<file path="config.mk">
export PLATFORM = sky130hd
export DESIGN_NAME = img2col_ctrl_flat
export DESIGN_NICKNAME = d
export VERILOG_FILES = /design/src/rtl/img2col_ctrl_if.sv /design/src/rtl/img2col_ctrl.sv /design/src/flat_wrapper.sv
export SDC_FILE = /design/constraint.sdc
export NUM_CORES = 1
export LEC_CHECK = 0
export CAP_MARGIN = 30
export CORE_ASPECT_RATIO = 0.5
export CORE_MARGIN = 2
export CORE_UTILIZATION = 48
export CTS_CLUSTER_SIZE = 12
export DETAILED_ROUTE_END_ITERATION = 12
export PLACE_DENSITY = 0.81
export RECOVER_POWER = 100
export SETUP_SLACK_MARGIN = 0.15
export SLEW_MARGIN = 20
export SYNTH_ARGS = -nofsm -noshare
export SYNTH_HDL_FRONTEND = slang
export SYNTH_SLANG_ARGS = --single-unit
</file>
<file path="constraint.sdc">
create_clock -name clk -period 2.6 [get_ports clk]
set_clock_uncertainty 0.05 [all_clocks]
set_input_delay 0.39 -clock clk [delete_from_list [all_inputs] [get_ports clk]]
set_output_delay 0.39 -clock clk [all_outputs]
set_load 0.05 [all_outputs]
</file>
<file path="src/rtl/img2col_ctrl_if.sv">
// img2col_ctrl_if: bundles the configuration, input-stream and PU-vector control
// signals of img2col_ctrl.
//   master : controller view (img2col_ctrl). It drives s_ready, the PU controls and status.
//   slave  : environment view (data mover, pus_vector, host). It drives cfg, the stream and win_ready.
interface img2col_ctrl_if #(
  parameter int unsigned data_width  = 16,
  parameter int unsigned address_num = 5
);
  logic                   cfg_start;
  logic [5:0]             cfg_rounds;
  logic                   s_valid;
  logic                   s_ready;
  logic [data_width-1:0]  s_data1;
  logic [data_width-1:0]  s_data2;
  logic [5:0]             pu_no;
  logic [5:0]             round;
  logic                   pu_start;
  logic [address_num-1:0] adrs_in1;
  logic [address_num-1:0] adrs_in2;
  logic [data_width-1:0]  new1;
  logic [data_width-1:0]  new2;
  logic                   win_valid;
  logic                   win_ready;
  logic                   busy;
  logic                   done;

  modport master (
    input  cfg_start, cfg_rounds, s_valid, s_data1, s_data2, win_ready,
    output s_ready, pu_no, round, pu_start, adrs_in1, adrs_in2, new1, new2,
           win_valid, busy, done
  );

  modport slave (
    output cfg_start, cfg_rounds, s_valid, s_data1, s_data2, win_ready,
    input  s_ready, pu_no, round, pu_start, adrs_in1, adrs_in2, new1, new2,
           win_valid, busy, done
  );
endinterface

</file>
<file path="src/rtl/img2col_ctrl.sv">
// img2col_ctrl: sequencer for the img2col PU vector.
// Each round has four phases:
//   load  : two-word beats are written into every PU register file
//   start : one compute pulse is issued to the vector
//   wait  : a fixed compute latency passes
//   drain : each PU window is handed out through a valid/ready handshake
// Rounds repeat cfg_rounds times, and a single done pulse follows the last one.
// Ports:
//   clk  : rising-edge clock
//   nrst : asynchronous active-low reset
//   ctl  : img2col_ctrl_if master modport
//          cfg_start/cfg_rounds, s_valid/s_ready/s_data1/s_data2, pu_no, round, pu_start,
//          adrs_in1/adrs_in2, new1/new2, win_valid/win_ready, busy, done
module img2col_ctrl #(
  parameter int unsigned row         = 28,
  parameter int unsigned data_width  = 16,
  parameter int unsigned address_num = 5,
  parameter int unsigned reg_num     = 20,
  parameter int unsigned compute_lat = 2
) (
  input logic          clk,
  input logic          nrst,
  img2col_ctrl_if.master ctl
);

  localparam int unsigned Beats = reg_num / 2;
  localparam int unsigned BeatW = (Beats > 1) ? $clog2(Beats) : 1;
  // The wait counter spans the pu_start cycle plus compute_lat cycles.
  localparam int unsigned LatW  = $clog2(compute_lat + 1);

  localparam logic [BeatW-1:0] LastBeat = BeatW'(Beats - 1);
  localparam logic [5:0]       LastPu   = 6'(row - 1);
  localparam logic [LatW-1:0]  LastLat  = LatW'(compute_lat);

  typedef enum logic [2:0] {StIdle, StLoad, StStart, StWait, StDrain, StDone} state_e;

  state_e                 state_q, state_d;
  logic [BeatW-1:0]       beat_q, beat_d;
  logic [5:0]             pu_cnt_q, pu_cnt_d;  // PU being loaded; pu_no lags it by one beat
  logic [5:0]             pu_no_q, pu_no_d;
  logic [5:0]             round_q, round_d;
  logic [5:0]             rounds_q, rounds_d;
  logic [LatW-1:0]        lat_q, lat_d;
  logic [address_num-1:0] adrs1_q, adrs1_d, adrs2_q, adrs2_d;
  logic [data_width-1:0]  new1_q, new1_d, new2_q, new2_d;

  always_comb begin
    state_d  = state_q;
    beat_d   = beat_q;
    pu_cnt_d = pu_cnt_q;
    pu_no_d  = pu_no_q;
    round_d  = round_q;
    rounds_d = rounds_q;
    lat_d    = lat_q;
    adrs1_d  = adrs1_q;
    adrs2_d  = adrs2_q;
    new1_d   = new1_q;
    new2_d   = new2_q;
    unique case (state_q)
      StIdle: begin
        if (ctl.cfg_start) begin
          rounds_d = ctl.cfg_rounds;
          round_d  = '0;
          pu_no_d  = '0;
          pu_cnt_d = '0;
          beat_d   = '0;
          state_d  = (ctl.cfg_rounds == '0) ? StDone : StLoad;
        end
      end
      StLoad: begin
        // s_ready is high for the whole state, so s_valid alone marks a handshake.
        if (ctl.s_valid) begin
          new1_d  = ctl.s_data1;
          new2_d  = ctl.s_data2;
          adrs1_d = address_num'({beat_q, 1'b0});
          adrs2_d = address_num'({beat_q, 1'b1});
          pu_no_d = pu_cnt_q;
          if (beat_q == LastBeat) begin
            beat_d = '0;
            if (pu_cnt_q == LastPu) begin
              state_d = StStart;
            end else begin
              pu_cnt_d = pu_cnt_q + 6'd1;
            end
          end else begin
            beat_d = beat_q + BeatW'(1);
          end
        end
      end
      StStart: begin
        // The last write is presented in this cycle, and the compute pulse follows it.
        lat_d   = '0;
        state_d = StWait;
      end
      StWait: begin
        if (lat_q == LastLat) begin
          pu_no_d = '0;
          state_d = StDrain;
        end else begin
          lat_d = lat_q + LatW'(1);
        end
      end
      StDrain: begin
        if (ctl.win_ready) begin
          if (pu_no_q == LastPu) begin
            if (round_q == rounds_q - 6'd1) begin
              state_d = StDone;
            end else begin
              round_d  = round_q + 6'd1;
              pu_no_d  = '0;
              pu_cnt_d = '0;
              beat_d   = '0;
              state_d  = StLoad;
            end
          end else begin
            pu_no_d = pu_no_q + 6'd1;
          end
        end
      end
      StDone:  state_d = StIdle;
      default: state_d = StIdle;
    endcase
  end

  always_ff @(posedge clk or negedge nrst) begin
    if (!nrst) begin
      state_q  <= StIdle;
      beat_q   <= '0;
      pu_cnt_q <= '0;
      pu_no_q  <= '0;
      round_q  <= '0;
      rounds_q <= '0;
      lat_q    <= '0;
      adrs1_q  <= '0;
      adrs2_q  <= '0;
      new1_q   <= '0;
      new2_q   <= '0;
    end else begin
      state_q  <= state_d;
      beat_q   <= beat_d;
      pu_cnt_q <= pu_cnt_d;
      pu_no_q  <= pu_no_d;
      round_q  <= round_d;
      rounds_q <= rounds_d;
      lat_q    <= lat_d;
      adrs1_q  <= adrs1_d;
      adrs2_q  <= adrs2_d;
      new1_q   <= new1_d;
      new2_q   <= new2_d;
    end
  end

  // The strobes decode only registered state, so they never follow s_valid or win_ready.
  assign ctl.s_ready   = (state_q == StLoad);
  assign ctl.pu_start  = (state_q == StWait) && (lat_q == '0);
  assign ctl.win_valid = (state_q == StDrain);
  assign ctl.busy      = (state_q != StIdle);
  assign ctl.done      = (state_q == StDone);
  assign ctl.pu_no     = pu_no_q;
  assign ctl.round     = round_q;
  assign ctl.adrs_in1  = adrs1_q;
  assign ctl.adrs_in2  = adrs2_q;
  assign ctl.new1      = new1_q;
  assign ctl.new2      = new2_q;

endmodule
</file>
<file path="src/flat_wrapper.sv">
// flat-port wrapper written by rule: the top's interface ports become plain ports
module img2col_ctrl_flat 
#(
  parameter int unsigned row         = 28,
  parameter int unsigned data_width  = 16,
  parameter int unsigned address_num = 5,
  parameter int unsigned reg_num     = 20,
  parameter int unsigned compute_lat = 2
)
  (clk, nrst, ctl_cfg_start, ctl_cfg_rounds, ctl_s_valid, ctl_s_data1, ctl_s_data2, ctl_win_ready, ctl_s_ready, ctl_pu_no, ctl_round, ctl_pu_start, ctl_adrs_in1, ctl_adrs_in2, ctl_new1, ctl_new2, ctl_win_valid, ctl_busy, ctl_done);
  img2col_ctrl_if #(.data_width(data_width), .address_num(address_num)) ctl_i ();
  input logic clk;
  input logic nrst;
  input wire logic [$bits(ctl_i.cfg_start)-1:0] ctl_cfg_start;
  input wire logic [$bits(ctl_i.cfg_rounds)-1:0] ctl_cfg_rounds;
  input wire logic [$bits(ctl_i.s_valid)-1:0] ctl_s_valid;
  input wire logic [$bits(ctl_i.s_data1)-1:0] ctl_s_data1;
  input wire logic [$bits(ctl_i.s_data2)-1:0] ctl_s_data2;
  input wire logic [$bits(ctl_i.win_ready)-1:0] ctl_win_ready;
  output wire logic [$bits(ctl_i.s_ready)-1:0] ctl_s_ready;
  output wire logic [$bits(ctl_i.pu_no)-1:0] ctl_pu_no;
  output wire logic [$bits(ctl_i.round)-1:0] ctl_round;
  output wire logic [$bits(ctl_i.pu_start)-1:0] ctl_pu_start;
  output wire logic [$bits(ctl_i.adrs_in1)-1:0] ctl_adrs_in1;
  output wire logic [$bits(ctl_i.adrs_in2)-1:0] ctl_adrs_in2;
  output wire logic [$bits(ctl_i.new1)-1:0] ctl_new1;
  output wire logic [$bits(ctl_i.new2)-1:0] ctl_new2;
  output wire logic [$bits(ctl_i.win_valid)-1:0] ctl_win_valid;
  output wire logic [$bits(ctl_i.busy)-1:0] ctl_busy;
  output wire logic [$bits(ctl_i.done)-1:0] ctl_done;
  assign ctl_i.cfg_start = ctl_cfg_start;
  assign ctl_i.cfg_rounds = ctl_cfg_rounds;
  assign ctl_i.s_valid = ctl_s_valid;
  assign ctl_i.s_data1 = ctl_s_data1;
  assign ctl_i.s_data2 = ctl_s_data2;
  assign ctl_i.win_ready = ctl_win_ready;
  assign ctl_s_ready = ctl_i.s_ready;
  assign ctl_pu_no = ctl_i.pu_no;
  assign ctl_round = ctl_i.round;
  assign ctl_pu_start = ctl_i.pu_start;
  assign ctl_adrs_in1 = ctl_i.adrs_in1;
  assign ctl_adrs_in2 = ctl_i.adrs_in2;
  assign ctl_new1 = ctl_i.new1;
  assign ctl_new2 = ctl_i.new2;
  assign ctl_win_valid = ctl_i.win_valid;
  assign ctl_busy = ctl_i.busy;
  assign ctl_done = ctl_i.done;
  img2col_ctrl #(.row(row), .data_width(data_width), .address_num(address_num), .reg_num(reg_num), .compute_lat(compute_lat)) u_core (.clk(clk), .nrst(nrst), .ctl(ctl_i));
endmodule
</file>
==> metrics, run 1 <==
CP Depth=3; largest net degree at the start of global routing=71; hold_sp=u_core.ctl.new2[11]; CTS Root Cell=clkbuf_16; crit-path max FO=12; R2R cell count=6; hold slack=0.4508 ns; TritonCTS Buffers=9; Critical Path RT=2.16 ns; Leak=0.002026 µW; CP endpoint kind=output port; diode count=0; Worst Tran Pin Value=1.669 ns; Antenna Nets Post-Route=0; synthesized net count=368; CP top delay family=buffers and inverters; DRT Pass-1 Iters=5; gp weighted congestion=0.8880; number of H-tree levels=3; fillers=522; Synth async-reset ratio=100.0%; Sw Pwr=1913 µW; failing checks=capacitance limit, slew limit; Vias=2,914; status=finished, violations left; P_int=2878 µW; Yosys warning count=0; Cell variety after synth=52; final WL=8.216 mm; post-DP HPWL=5.949 mm; Hold Fails Final Rpt=0; Layout area overhead=38.11%; Critical Path, Cell by Cell=or3b_1 > inv_1 > clkbuf_1; CTS tree=built; largest stage delay on the critical path=0.53 ns; relative slew slack=-11.29%; hold buffers post-CTS=0; num ports=102; Avg Inst Size Synth=11.10 µm²; Die ar.=8075 µm²; sequential share of the synthesized area=49.77%; WP buf/inv=2; pwr dens=985.8 nW/µm²; reg2reg start=u_core.ctl.pu_no[0]; Sw Ratio=39.93%; Setup TNS=0 ns; fmax=417.3 MHz; Final Max Tran Viols=71; Crit Reg-Reg Endpoint=u_core.ctl.round[4]; Port-buffer cells=100; VDD IR max=585.4 µV; global-route wire length before repair=13.80 mm; die height=64.55 µm; kind of critical path=flop to output port; Hold Path Depth=1; width of the die=125.1 µm; min-delay worst type=flop to flop; Yosys reg bits=70; Clock Pin Slew Worst Setup and Hold Paths=0.06 ns; initial antenna violation count=0; Seq pwr share=34.2%; unrepaired setup endpoints after global routing=false; grt total ovfl=0; Final period util=92.18%; CP startpoint kind=flop; layout cells sized above 1=17.97%; drt drc=0; Comb power frac=39.2%; Setup-failing EPs final=0; GRT Util Overall=21.33%; drt wl/cell=15.95 µm; Starting Density=51.13%; arrival time of the worst setup path=1.96 ns; WHS Endpoint=u_core.ctl.new2[11]; number of flops mapped to enable cells by yosys=0; power share of the clock group=26.6%; initial drt markers=218; min Tclk post-route=2.397 ns; row cnt=21; # clock sinks=70; Cells after Synth=317; Cell Area, Synth=3520 µm²; reg2reg setup slack=0.28 ns; postcts setup bufs=0; clk_lat worst skew=0.33 ns; number of global-route vias before repair=2,913; CORE AREA=6884 µm²; Max Root-Sink Buffers=2; via/cell ratio=5.658; Top FF cell, synth=dfrtp_1; max-cap violations=1; Nets=470; CP max stage cell=or3b_1
routing by layer:
layer | vias up | track usage, % | share of wire [%]
met4 | 0 | 5.833 | 1.4
met5 | - | 0 | 0
met2 | 111 | 38.32 | 50
met3 | 12 | 5.945 | 6.5
met1 | 1434 | 25.61 | 42
li1 | 1357 | - | -
flip-flops by register name (all words and copies together), names as in the netlist:
| signal | flops |
|---|---|
| u_core.pu_cnt_q | 6 |
| u_core.ctl.pu_no | 6 |
| u_core.ctl.round | 6 |
| u_core.beat_q | 4 |
| u_core.ctl.new1 | 16 |
| u_core.rounds_q | 6 |
| u_core.ctl.new2 | 16 |
| u_core.ctl.adrs_in2 | 4 |
| u_core.lat_q | 2 |
| u_core.state_q | 3 |
| u_core.ctl.adrs_in1 | 1 |
Yosys cell counts, types with 6 or more instances:
master | number | area (µm²)
mux2_2 | 40 | 450.4
nor2_1 | 14 | 52.55
nand3_1 | 12 | 60.06
xnor2_1 | 6 | 52.55
a31oi_1 | 6 | 37.54
inv_1 | 10 | 37.54
o21ai_1 | 12 | 60.06
o21ai_0 | 18 | 90.09
nand2b_1 | 11 | 68.82
nand2_1 | 25 | 93.84
ha_1 | 8 | 100.1
a21oi_1 | 9 | 45.04
buf_4 | 6 | 45.04
dfrtp_1 | 70 | 1752
worst register-to-register path: stages (launching register included):
cell and delay (ns):
dfrtp_1 0.40, ha_1 0.26, nor4b_4 0.34, a31oi_1 0.21, o21bai_2 0.31, or2_4 0.30
o311ai_0 0.33
cell usage in the layout (no fill, tap or decap), types with 2 or more instances in the layout:
cell	netlist	routed
a21o_1	2	2
a21oi_1	9	9
a22o_1	4	4
a31oi_1	6	6
a32o_1	2	2
a32oi_1	3	3
buf_4	6	5
bufinv_16	0	2
clkbuf_1	5	3
clkbuf_16	0	9
clkbuf_2	0	2
clkdlybuf4s50_1	0	41
clkinv_2	0	2
clkinv_4	0	2
dfrtp_1	70	70
dlygate4sd2_1	0	2
dlygate4sd3_1	0	53
ha_1	8	8
inv_1	10	10
mux2_2	40	40
nand2_1	25	25
nand2b_1	11	11
nand3_1	12	12
nand3b_1	2	2
nand4_1	2	2
nor2_1	14	14
nor3_1	4	4
nor4_1	4	4
nor4b_1	2	2
o211ai_1	5	5
o21ai_0	18	24
o21ai_1	12	6
o31ai_1	2	2
or2_2	3	2
xnor2_1	6	6
worst max-delay path by stage:
stage	start	to	slack, ns
floorplan	u_core.ctl.pu_no[0]	u_core.ctl.round[4]	0.31
global placement	ctl_s_valid	u_core.ctl.pu_no[1]	0.27
detailed placement	ctl_s_valid	u_core.ctl.pu_no[1]	0.21
global route	u_core.ctl.pu_no[0]	u_core.ctl.round[4]	0.10
finish	u_core.state_q[1]	ctl_win_valid	0.20
CTS	u_core.state_q[0]	ctl_s_ready	0.27
timing repair:
| action | in CTS | in global routing |
|---|---|---|
| pin swaps | 0 | 0 |
| gates resized for setup | 2 | 1 |
| endpoints found under the setup margin | 2 | 1 |
layout make-up:
| cell class | count | area [µm²] | area share [%] |
|---|---|---|---|
| multi-input cells | 220 | 1614 | 33.20 |
| flip-flops and latches | 70 | 1752 | 36.04 |
| clock buffers | 9 | 225.2 | 4.633 |
| repair buffers | 107 | 1022 | 21.03 |
| clock inverters | 6 | 87.58 | 1.802 |
| inverters | 11 | 45.04 | 0.9266 |
| well taps | 92 | 115.1 | 2.368 |
cell families after synthesis:
family,Yosys count,share of synthesized area (%)
flops,70,49.77
simple gates,89,14.15
buf+inv,27,3.875
other cells,1,0.1065
fa+ha+maj,8,2.844
compound gates,74,14.40
xor+xnor,7,1.742
mux,41,13.12
per-stage QoR:
step / util [%] / area (µm²) / instances / worst slack, ns / total power [µW]
after global routing: 70.61 / 4861 / 515 / 0.1021 / 5035
final: 70.61 / 4861 / 515 / 0.2034 / 4792
after floorplan: - / 3520 / 317 / 0.3127 / 2987
after CTS: 71.52 / 4923 / 515 / 0.2653 / 4928
after detailed placement: 67.01 / 4613 / 500 / 0.2148 / 3636
after global placement: 67.01 / 4613 / 500 / 0.2738 / 3555
power groups by stage:
stage / registers, µW / clock network, µW / logic, µW
after floorplan: 2120 / 0 / 863
after global placement: 1630 / 0 / 1920
after detailed placement: 1660 / 0 / 1970
after CTS: 1650 / 1300 / 1980
after global routing: 1680 / 1360 / 1990
final: 1640 / 1270 / 1880
(Power assumes the default switching activity.)
==> inputs of run 2 (changes only) <==
--- a/config.mk
+++ b/config.mk
@@ -5,7 +5,7 @@
 export SDC_FILE = /design/constraint.sdc
 export NUM_CORES = 1
 export LEC_CHECK = 0
-export CAP_MARGIN = 30
+export CAP_MARGIN = 10
 export CORE_ASPECT_RATIO = 0.5
 export CORE_MARGIN = 2
 export CORE_UTILIZATION = 48
==> results of run 2 <==
No change in the layout: final DEF, timing and power equal those of run 1.
